**src/rtl/core_loader_pkg.sv**
```systemverilog
// core_loader_pkg
//   Shared definitions for the core boot/run controller: command opcodes,
//   FSM state encoding, command-word field positions and a small decode
//   helper.
//   Handshake (used by every stream port of core_loader): a word moves when
//   valid and ready are both high at a rising clock edge; valid may not be
//   withdrawn by the producer before acceptance, ready may change freely.
package core_loader_pkg;

    typedef enum logic [3:0] {
        OP_NOP       = 4'd0,
        OP_LOAD_INSN = 4'd1,
        OP_LOAD_DATA = 4'd2,
        OP_RUN       = 4'd3,
        OP_HALT      = 4'd4
    } opcode_t;

    typedef enum logic [2:0] {
        ST_IDLE  = 3'd0,
        ST_ADDR  = 3'd1,
        ST_WRITE = 3'd2,
        ST_RST   = 3'd3,
        ST_RUN   = 3'd4
    } state_t;

    // Command word layout: opcode in the top nibble, argument below it.
    localparam int OP_MSB  = 31;
    localparam int OP_LSB  = 28;
    localparam int ARG_W   = 28;
    localparam int LIMIT_W = 24;

    function automatic logic [3:0] cmd_opcode(input logic [31:0] word);
        return word[OP_MSB:OP_LSB];
    endfunction

endpackage

```
**src/rtl/core_loader.sv**
```systemverilog
// core_loader
//   Host-facing boot and run controller. Consumes a 32-bit command/payload
//   stream, writes instruction or data memory through the core's load port,
//   then pulses the core reset and lets the core run for a commanded number
//   of cycles (or until HALT).
//
// Ports
//   clk         system clock
//   reset       asynchronous active-low reset of this block
//   in_data     command or payload word
//   in_valid    host word valid
//   in_ready    word accepted when in_valid & in_ready at a rising edge
//   core_reset  active-high reset to the core
//   core_run    run enable to the core
//   insn_addr/insn_din/insn_we  instruction write port (byte address)
//   data_addr/data_din/data_we  data write port (byte address)
//   busy        FSM is not in IDLE
//   err         sticky error flag, cleared by NOP
//   fsm_state   current FSM state (state_t encoding) for observation
//
// Every output is a register; next-state is computed combinationally so
// that ready/busy/run/reset can be registered from it and line up with the
// state they describe.
module core_loader
    import core_loader_pkg::*;
#(
    parameter int RST_CYCLES = 4,
    parameter int CNT_W      = 16
) (
    input  logic        clk,
    input  logic        reset,
    input  logic [31:0] in_data,
    input  logic        in_valid,
    output logic        in_ready,
    output logic        core_reset,
    output logic        core_run,
    output logic [31:0] insn_addr,
    output logic [31:0] insn_din,
    output logic        insn_we,
    output logic [31:0] data_addr,
    output logic [31:0] data_din,
    output logic        data_we,
    output logic        busy,
    output logic        err,
    output logic [2:0]  fsm_state
);

    localparam logic [2:0] S_IDLE  = ST_IDLE;
    localparam logic [2:0] S_ADDR  = ST_ADDR;
    localparam logic [2:0] S_WRITE = ST_WRITE;
    localparam logic [2:0] S_RST   = ST_RST;
    localparam logic [2:0] S_RUN   = ST_RUN;

    localparam int RST_W = (RST_CYCLES > 1) ? $clog2(RST_CYCLES) : 1;

    logic [2:0]         state;
    logic [2:0]         state_nxt;
    logic               sel_data;   // port latched at LOAD decode
    logic [CNT_W-1:0]   remaining;  // payload words still to come
    logic [31:0]        addr;       // address of the next payload word
    logic [RST_W-1:0]   rst_cnt;    // core reset cycles still to hold
    logic [LIMIT_W-1:0] run_cnt;    // run cycles left, valid when limit_on
    logic               limit_on;

    logic [3:0] opcode;
    logic       accept;

    assign opcode    = cmd_opcode(in_data);
    assign accept    = in_valid & in_ready;
    assign fsm_state = state;

    always_comb begin
        state_nxt = state;
        case (state)
            S_IDLE: begin
                if (accept) begin
                    if (opcode == OP_LOAD_INSN || opcode == OP_LOAD_DATA)
                        state_nxt = S_ADDR;
                    else if (opcode == OP_RUN)
                        state_nxt = S_RST;
                end
            end
            S_ADDR: begin
                if (accept)
                    state_nxt = (remaining == '0) ? S_IDLE : S_WRITE;
            end
            S_WRITE: begin
                if (accept && remaining == CNT_W'(1))
                    state_nxt = S_IDLE;
            end
            S_RST: begin
                if (rst_cnt == '0)
                    state_nxt = S_RUN;
            end
            S_RUN: begin
                // HALT and limit expiry in the same cycle collapse into one stop.
                if ((accept && opcode == OP_HALT) ||
                    (limit_on && run_cnt == LIMIT_W'(1)))
                    state_nxt = S_IDLE;
            end
            default: state_nxt = S_IDLE;
        endcase
    end

    always_ff @(posedge clk or negedge reset) begin
        if (!reset) begin
            state      <= S_IDLE;
            in_ready   <= 1'b0;
            core_reset <= 1'b1;
            core_run   <= 1'b0;
            insn_addr  <= '0;
            insn_din   <= '0;
            insn_we    <= 1'b0;
            data_addr  <= '0;
            data_din   <= '0;
            data_we    <= 1'b0;
            busy       <= 1'b0;
            err        <= 1'b0;
            sel_data   <= 1'b0;
            remaining  <= '0;
            addr       <= '0;
            rst_cnt    <= '0;
            run_cnt    <= '0;
            limit_on   <= 1'b0;
        end else begin
            state    <= state_nxt;
            busy     <= (state_nxt != S_IDLE);
            in_ready <= (state_nxt != S_RST);
            core_run <= (state_nxt == S_RUN);
            // Core stays in reset from power-up until its first run; once a
            // run has started, reset is only reasserted by the next RUN.
            core_reset <= (state_nxt == S_RST) | (core_reset & (state_nxt != S_RUN));
            insn_we  <= 1'b0;
            data_we  <= 1'b0;

            case (state)
                S_IDLE: begin
                    if (accept) begin
                        case (opcode)
                            OP_NOP: err <= 1'b0;
                            OP_LOAD_INSN, OP_LOAD_DATA: begin
                                sel_data  <= (opcode == OP_LOAD_DATA);
                                remaining <= in_data[CNT_W-1:0];
                            end
                            OP_RUN: begin
                                run_cnt  <= in_data[LIMIT_W-1:0];
                                limit_on <= |in_data[LIMIT_W-1:0];
                                rst_cnt  <= RST_W'(RST_CYCLES - 1);
                            end
                            OP_HALT: begin
                                // No-op outside RUN.
                            end
                            default: err <= 1'b1;
                        endcase
                    end
                end
                S_ADDR: begin
                    if (accept)
                        addr <= in_data;
                end
                S_WRITE: begin
                    if (accept) begin
                        if (sel_data) begin
                            data_we   <= 1'b1;
                            data_addr <= addr;
                            data_din  <= in_data;
                        end else begin
                            insn_we   <= 1'b1;
                            insn_addr <= addr;
                            insn_din  <= in_data;
                        end
                        addr      <= addr + 32'd4;
                        remaining <= remaining - CNT_W'(1);
                    end
                end
                S_RST: begin
                    if (rst_cnt != '0)
                        rst_cnt <= rst_cnt - RST_W'(1);
                end
                S_RUN: begin
                    // Every word is consumed here; only HALT is legal.
                    if (accept && opcode != OP_HALT)
                        err <= 1'b1;
                    if (limit_on)
                        run_cnt <= run_cnt - LIMIT_W'(1);
                end
                default: begin
                end
            endcase
        end
    end

endmodule

```
**config.mk**
```make
export PLATFORM = sky130hd
export DESIGN_NAME = core_loader
export DESIGN_NICKNAME = d
export VERILOG_FILES = /design/src/rtl/core_loader_pkg.sv /design/src/rtl/core_loader.sv
export SDC_FILE = /design/constraint.sdc
export NUM_CORES = 1
export LEC_CHECK = 0
export CAP_MARGIN = 0
export CORE_MARGIN = 4
export CORE_UTILIZATION = 30
export DETAILED_ROUTE_END_ITERATION = 6
export GPL_TIMING_DRIVEN = 0
export PLACE_DENSITY_LB_ADDON = 0.08
export RECOVER_POWER = 25
export REMOVE_ABC_BUFFERS = 1
export SLEW_MARGIN = 40
export SYNTH_ARGS = -nofsm -noshare
export SYNTH_HDL_FRONTEND = slang
export SYNTH_SLANG_ARGS = --single-unit
```
**constraint.sdc**
```tcl
create_clock -name clk -period 5.3 [get_ports clk]
set_input_delay 1.06 -clock clk [delete_from_list [all_inputs] [get_ports clk]]
set_output_delay 1.06 -clock clk [all_outputs]
set_load 0.02 [all_outputs]
```
==> results.md, run 1 <==
* Status: complete, but fails checks
* Failing checks: max-capacitance violations, max-slew violations
* Filler Cells Inserted at 3303
* Synth warnings at 0
* Final HPWL DP at 20300 um
* Setup slack after layout at 1.84 ns
* Post-synthesis instance total at 904
* Global-route wire length before repair at ~46000 um
* Core area at 0.0329 sq mm
* Vias at around 7700
* Vias per inst at 5.11
* CTS HTree Levels at 1
* Maximum buffer depth of the clock tree at 3
* Critical path origin: reset
* Antenna violations before repair at 0
* CTS tree: done
* Area leader, netlist: dfrtp_1
* Clock latency on the worst-skew pair at about 0.53 ns
* Layout Nets at 1103
* Critical-path top delay cell: clkbuf_1
* CTS Sinks at about 210
* DR iter-0 viols at 441
* Largest net degree at the start of global routing at 65
* Final hold viol count at 0
* Pwr Density at 637 mW/mm^2
* Vias in the first global route at 7860
* FF+latch count, synth at 214
* Post-cts repair resize count at 0
* GPL Wtd Cong at 0.772
* Req. time, crit path at 5.20 ns
* RSZ-0062 raised after global routing: false
* Final setup viols at 0
* Min-Delay Endpoint: rst_cnt[0]
* DP Cell Count at approximately 1500
* Hold WS at around 0.47 ns
* Worst-path maximum fanout at 51
* GRT Util Overall at 15.8%
* Worst Max-Slew Pin Slew at between 3 and 4 ns
* Pre-antenna DRT Iters at 5
* WS Path Type: input pin to asynchronous set/reset pin
* Layout area overhead at 30.2%
* Sequential area share after synthesis at a little over half
* Post-synth top flop: dfrtp_1
* Hold_sp: rst_cnt[0]
* Hold Crit Class: flip-flop to flip-flop
* Total gr overflow at 0
* Max-cap check violation count at 1
* Kind of end point of the critical path: asynchronous set/reset pin
* Average size of a mapped cell at 11.2 sq um
* CTS Buf Count at 26
* Starting density of the core at 30.8%
* Root Buffer Master: clkbuf_16
* Cell leakage power at 5.41 nW
* Max-slew violation count at 50
* Distinct cell type count after synthesis at 78
* Total die area at about 0.037 sq mm
* Slew headroom at -115%
* Hold buffers post-CTS at 0
* TNS Setup at 0 ns
* Die width at 192 um
* WP buf/inv at 1
* Layout cell share with drive strength beyond 1 at under 10%
* Post-Layout Cell Count at 1516
* Design area at around 0.013 sq mm
* Max IR drop VDD at between 0.2 and 0.3 mV
* Reg clk slew, reported paths at roughly 0.06 ns
* Area after DPL at 0.0124 sq mm
* FF-to-FF End: data_addr[13]
* Top-level port count at 173
* Worst-case reg-to-reg path depth at 5
* Worst setup SP type: input pin
* Area contributors post-synth: dfrtp_1 (53%), mux2_1 (14%), a21oi_1 (3.7%)
* CP delay by family, top: buffers and inverters
* Place WS at 1.72 ns
* Mapped cell area at 0.0101 sq mm
* Diodes inserted at 0
* Worst R2R Start: fsm_state[2]
* Setup Skew at 0.0103 ns
* Final period util at between 60% and 70%
* Post-synth top area share at 52.7%
* Buffer count from post-CTS setup fixing at 0
* Routed wire length at between 20000 and 30000 um
* Core Rows at 66
* Fmax at approximately 0.29 GHz
* Reg2reg setup slack at ~2.7 ns
* Fin crit period at 3.46 ns
* Post-synth ARST share at 100%
* Antenna Violating Nets Remaining at 0
* Die Y at 192 um
* WL per Instance at 19.3 um
* DR DRC count at 0
* Post-synth EDFFs at 0
* Worst-path cell chain: clkbuf_1
* Arr. time, crit path at 3.37 ns
* Hold Path Stages at 1
* Slowest stage delay, CP at roughly 2.2 ns
* PortBufs at 172
-- cell type report --
| cell class | instances | area (sq um) | share of cell area (%) |
|---|---|---|---|
| Clock buffer | 37 | 763 | 5.79 |
| Sequential cell | 214 | 5360 | 40.7 |
| Inverter | 16 | 60.1 | 0.456 |
| Timing Repair Buffer | 190 | 1960 | 14.9 |
| Clock inverter | 4 | 45.0 | 0.342 |
| Multi-Input combinational cell | 613 | 4440 | 33.7 |
| Tap cell | 442 | 553 | 4.20 |
-- state kept, by name, summed over array words and instances (netlist names), 2 cells and up --
signal,cells
addr,32
data_addr,32
data_din,32
fsm_state,3
insn_addr,32
insn_din,32
remaining,16
rst_cnt,2
run_cnt,24
-- layout by cell type, fill, tap and decap left out, types with 4 or more instances in the layout --
cell	count
nor3_1	22
a311oi_1	4
clkdlybuf4s50_1	171
nand4_1	8
mux2_1	123
nor4_1	11
o21a_1	5
ha_1	7
clkbuf_8	5
clkbuf_1	6
a21oi_1	74
clkbuf_16	27
nor2_1	51
o22ai_1	17
nand3b_1	4
a22oi_1	7
and2_1	5
o22a_1	14
nand3_1	24
a2bb2oi_1	8
and3_1	9
o21ai_0	26
nand2_1	50
nor4_4	5
o211ai_1	6
inv_1	14
a31oi_1	14
buf_2	6
or3_1	9
o21ai_1	35
mux2i_1	4
dfrtp_1	213
buf_16	4
-- cells by family after synthesis --
logic type	Yosys count	synth area share (%)
buf+inv	77	3.80
xor+xnor	2	0.173
compound gates	236	14.5
fa+ha+maj	7	0.865
flops	214	52.9
simple gates	240	13.6
mux	128	14.2
-- through the flow --
step                total power, mW  util [%]
detailed placement             6.75      37.7
floorplan                      4.98         -
global route                   8.98      40.1
global placement               6.63      36.7
finish                         8.39      40.1
CTS                            8.54      40.1
-- cells in the mapped netlist, types with 3 or more instances --
| cell | number |
|---|---|
| a21oi_1 | 74 |
| a22oi_1 | 7 |
| a2bb2oi_1 | 8 |
| a311oi_1 | 4 |
| a31oi_1 | 14 |
| and2_1 | 7 |
| and3_1 | 9 |
| and3b_1 | 3 |
| and4_1 | 3 |
| buf_2 | 24 |
| buf_4 | 3 |
| buf_6 | 7 |
| clkbuf_1 | 24 |
| dfrtp_1 | 213 |
| ha_1 | 7 |
| inv_1 | 14 |
| mux2_1 | 123 |
| mux2i_1 | 4 |
| nand2_1 | 52 |
| nand2b_1 | 3 |
| nand3_1 | 24 |
| nand3b_1 | 4 |
| nand4_1 | 8 |
| nor2_1 | 51 |
| nor2b_1 | 3 |
| nor3_1 | 22 |
| nor3b_1 | 4 |
| nor4_1 | 12 |
| nor4_4 | 5 |
| o211ai_1 | 6 |
| o21a_1 | 5 |
| o21ai_0 | 26 |
| o21ai_1 | 36 |
| o22a_1 | 14 |
| o22ai_1 | 17 |
| o31ai_1 | 3 |
| o32ai_1 | 3 |
| or3_1 | 9 |
-- how the worst max path moves through the flow --
stage / to / slack (ns) / cells after the start
final: insn_addr[11] / 1.84 / 1
after global routing: insn_addr[11] / 1.25 / 1
after CTS: fsm_state[1] / 2.19 / 1
after detailed placement: run_cnt[15] / 1.72 / 6
after global placement: insn_addr[2] / -6.93 / 1
after floorplan: run_cnt[15] / 1.0 / 5
-- power breakdown --
| part | total (mW) | leakage [nW] | internal, mW | switching (mW) |
|---|---|---|---|---|
| registers | 3.09 | 2.59 | 2.40 | 0.690 |
| logic | 3.58 | 2.42 | 1.70 | 1.88 |
| clock network | 1.72 | 0.400 | 1.03 | 0.689 |
| total | 8.39 | 5.41 | 5.13 | 3.26 |
-- routing by layer --
metal / vias to the layer above / global-route usage (%) / share of wire (%)
li1: 3653 / - / -
met1: 3901 / 22.0 / 46
met2: 159 / 25.5 / 47
met3: 36 / 2.87 / 4.8
met4: 0 / 3.81 / 2.4
met5: - / 0 / 0
Note: power is estimated with default switching activity, not from simulation.
==> inputs of run 2 (changes only) <==
clock period = 2.9 ns   (was 5.3 ns; I/O delays follow)
==> results.md, run 2 (synthesis gave the netlist of run 1 again) <==
* Status: complete, but fails checks
* Failing checks: max-capacitance violations, max-slew violations
* Hold Path Stages at 1 (unchanged)
* Buffer count from post-CTS setup fixing at 0 (unchanged)
* GPL Wtd Cong at 0.772 (unchanged)
* Slew headroom at -0.712% (+110 points)
* Starting density of the core at 30.8% (unchanged)
* DR DRC count at 0 (unchanged)
* Slowest stage delay, CP at 0.72 ns (-1.51 ns)
* Logic depth of the worst path, buffers included at 7 (+6)
* Reg clk slew, reported paths at 0.06 ns (about the same)
* Worst setup SP type: flip-flop
* Internal power at 9.38 mW (+83%)
* Place WS at -0.203 ns (-1.92 ns)
* Max-cap check violation count at 1 (unchanged)
* Met2 WL at 13600 um (-0.28%)
* Max IR drop VDD at 0.469 mV (+83%)
* Critical-path top delay cell: dfrtp_1
* Worst Max-Slew Pin Slew at 1.51 ns (-1.72 ns)
* Maximum buffer depth of the clock tree at 3 (unchanged)
* Vias at 7760 (+0.14%)
* Switch share at 38.9% (about the same)
* Fmax at 0.381 GHz
* Die Y at 192 um (unchanged)
* Routed length on met1 at 13600 um (+0.40%)
* Vias in the first global route at 7868 (+0.10%)
* Setup Skew at 0.00990 ns (-0.000363 ns)
* Most frequent cells in the layout: dfrtp_1 (213), clkdlybuf4s50_1 (171), mux2_1 (123)
* WL per Instance at 19.3 um (-0.19%)
* Clock share of power at 20.5% (about the same)
* GRT Util Overall at 15.8% (unchanged)
* CTS HTree Levels at 1 (unchanged)
* CP delay by family, top: simple AND/OR/NAND/NOR gates
* Root Buffer Master: clkbuf_16
* PortBufs at 172 (unchanged)
* Top-level port count at 173 (unchanged)
* CTS tree: done
* Layout Nets at 1104 (+0.091%)
* Fin crit period at 2.63 ns
* Worst-case reg-to-reg path depth at 7 (+2)
* Core area at 0.0329 sq mm (unchanged)
* CTS Buf Count at 26 (unchanged)
* Fin util at 40.1% (about the same)
* Final period util at 90.6%
* CTS Sinks at 214 (unchanged)
* Total gr overflow at 0 (unchanged)
* Top sig layer: met4
* Register share of total power at 36.8% (about the same)
* RSZ-0062 raised after global routing: false
* Worst-path maximum fanout at 16 (-69%)
* Hold Crit Class: flip-flop to flip-flop
* Pre-antenna DRT Iters at 4 (-1)
* Psw at 5.97 mW (+83%)
* Cell mode on critical path: buf_6
* Cell leakage power at 5.42 nW (+0.13%)
* Clock latency on the worst-skew pair at 0.53 ns (about the same)
* Global-route wire length before repair at 46300 um (unchanged)
* WP buf/inv at 3 (+2)
* Combinational group share of total power at 42.7% (about the same)
* Max-slew violation count at 49 (-2.0%)
* Final setup viols at 0 (unchanged)
* Vias per inst at 5.12 (about the same)
* Final HPWL DP at 20300 um (unchanged)
* Layout area overhead at 30.3% (about the same)
* Antenna violations before repair at 0 (unchanged)
* Die width at 192 um (unchanged)
* Antenna Violating Nets Remaining at 0 (unchanged)
* Core Rows at 66 (unchanged)
* Total die area at 0.0367 sq mm (unchanged)
* Commonest non-fill, non-tap cell in the layout: dfrtp_1
* Layout cell share with drive strength beyond 1 at 8.28% (+0.085 points)
* Filler Cells Inserted at 3301 (-0.061%)
* Setup slack after layout at 0.274 ns (-1.56 ns)
* Arr. time, crit path at 3.04 ns (-0.33 ns)
* Pwr Density at 1160 mW/mm^2 (+83%)
* Largest net degree at the start of global routing at 65 (unchanged)
* Diodes inserted at 0 (unchanged)
* DR iter-0 viols at 469 (+6.3%)
* Routed wl met3 at 1340 um (-3.9%)
* Kind of end point of the critical path: flip-flop
* Req. time, crit path at 3.31 ns (-1.89 ns)
* Final hold viol count at 0 (unchanged)
* WS Path Type: flip-flop to flip-flop
* Routed wire length at 29200 um (-0.12%)
* Worst-path cell chain: nor3b_4 > buf_6 > buf_4 > buf_6 > and2_1 > a31oi_1 > o22a_1
[run 2: through the flow]
stage	std cells	instance area, sq um	hold slack (ns)	setup TNS (ns)	power, mW
6_report	1517	13200	0.472	0	15.3
4_1_cts	1517	13200	0.469	0	15.6
2_1_floorplan	843	9800	0.284	-40.14	9.11
3_5_place_dp	1475	12400	0.461	-9.42	12.3
3_3_place_gp	1457	12100	0.455	-2153.86	12.1
5_1_grt	1517	13200	0.507	0	16.4
[run 2: worst paths after layout]
kind | start | end | slack [ns]
min reg2reg | rst_cnt[0] | rst_cnt[0] | 0.47
min in group asynchronous | reset | data_din[17] | 0.94
max reg2reg | fsm_state[1] | remaining[12] | 0.27
max in group asynchronous | reset | data_addr[7] | 0.70
max | fsm_state[1] | remaining[12] | 0.27
min | rst_cnt[0] | rst_cnt[0] | 0.47
[run 2: what timing repair did]
action                    CTS  global route
hold endpoints to repair   46             0
resized for setup           0             0
hold buffers                1             0
[run 2: cell type report]
type / count / area [sq um] / area share [%]
timing repair buffer: 191 / 1970 / 14.9
clock buffer: 37 / 763 / 5.79
sequential: 214 / 5360 / 40.6
clock inverter: 4 / 45.0 / 0.342
inverter: 16 / 60.1 / 0.455
multi-input combinational: 613 / 4440 / 33.6
tap: 442 / 553 / 4.19
[run 2: power groups by stage]
stage	combinational (mW)	clock (mW)	sequential [mW]
2_1_floorplan	2.60	0	6.50
3_3_place_gp	6.43	0	5.69
3_5_place_dp	6.63	0	5.72
4_1_cts	6.65	3.27	5.68
5_1_grt	7.12	3.39	5.91
6_report	6.55	3.15	5.65
[run 2: metal layers]
layer,track usage [%],up-vias
li1,-,3648
met1,22.0,3907
met2,25.5,169
met3,2.87,36
met4,3.81,0
met5,0,-
[run 2: worst register-to-register path, stage by stage (launching register included)]
cell and delay [ns]:
dfrtp_1 0.72, nor3b_4 0.59, buf_6 0.23, buf_4 0.23, buf_6 0.19, and2_1 0.23
a31oi_1 0.11, o22a_1 0.20
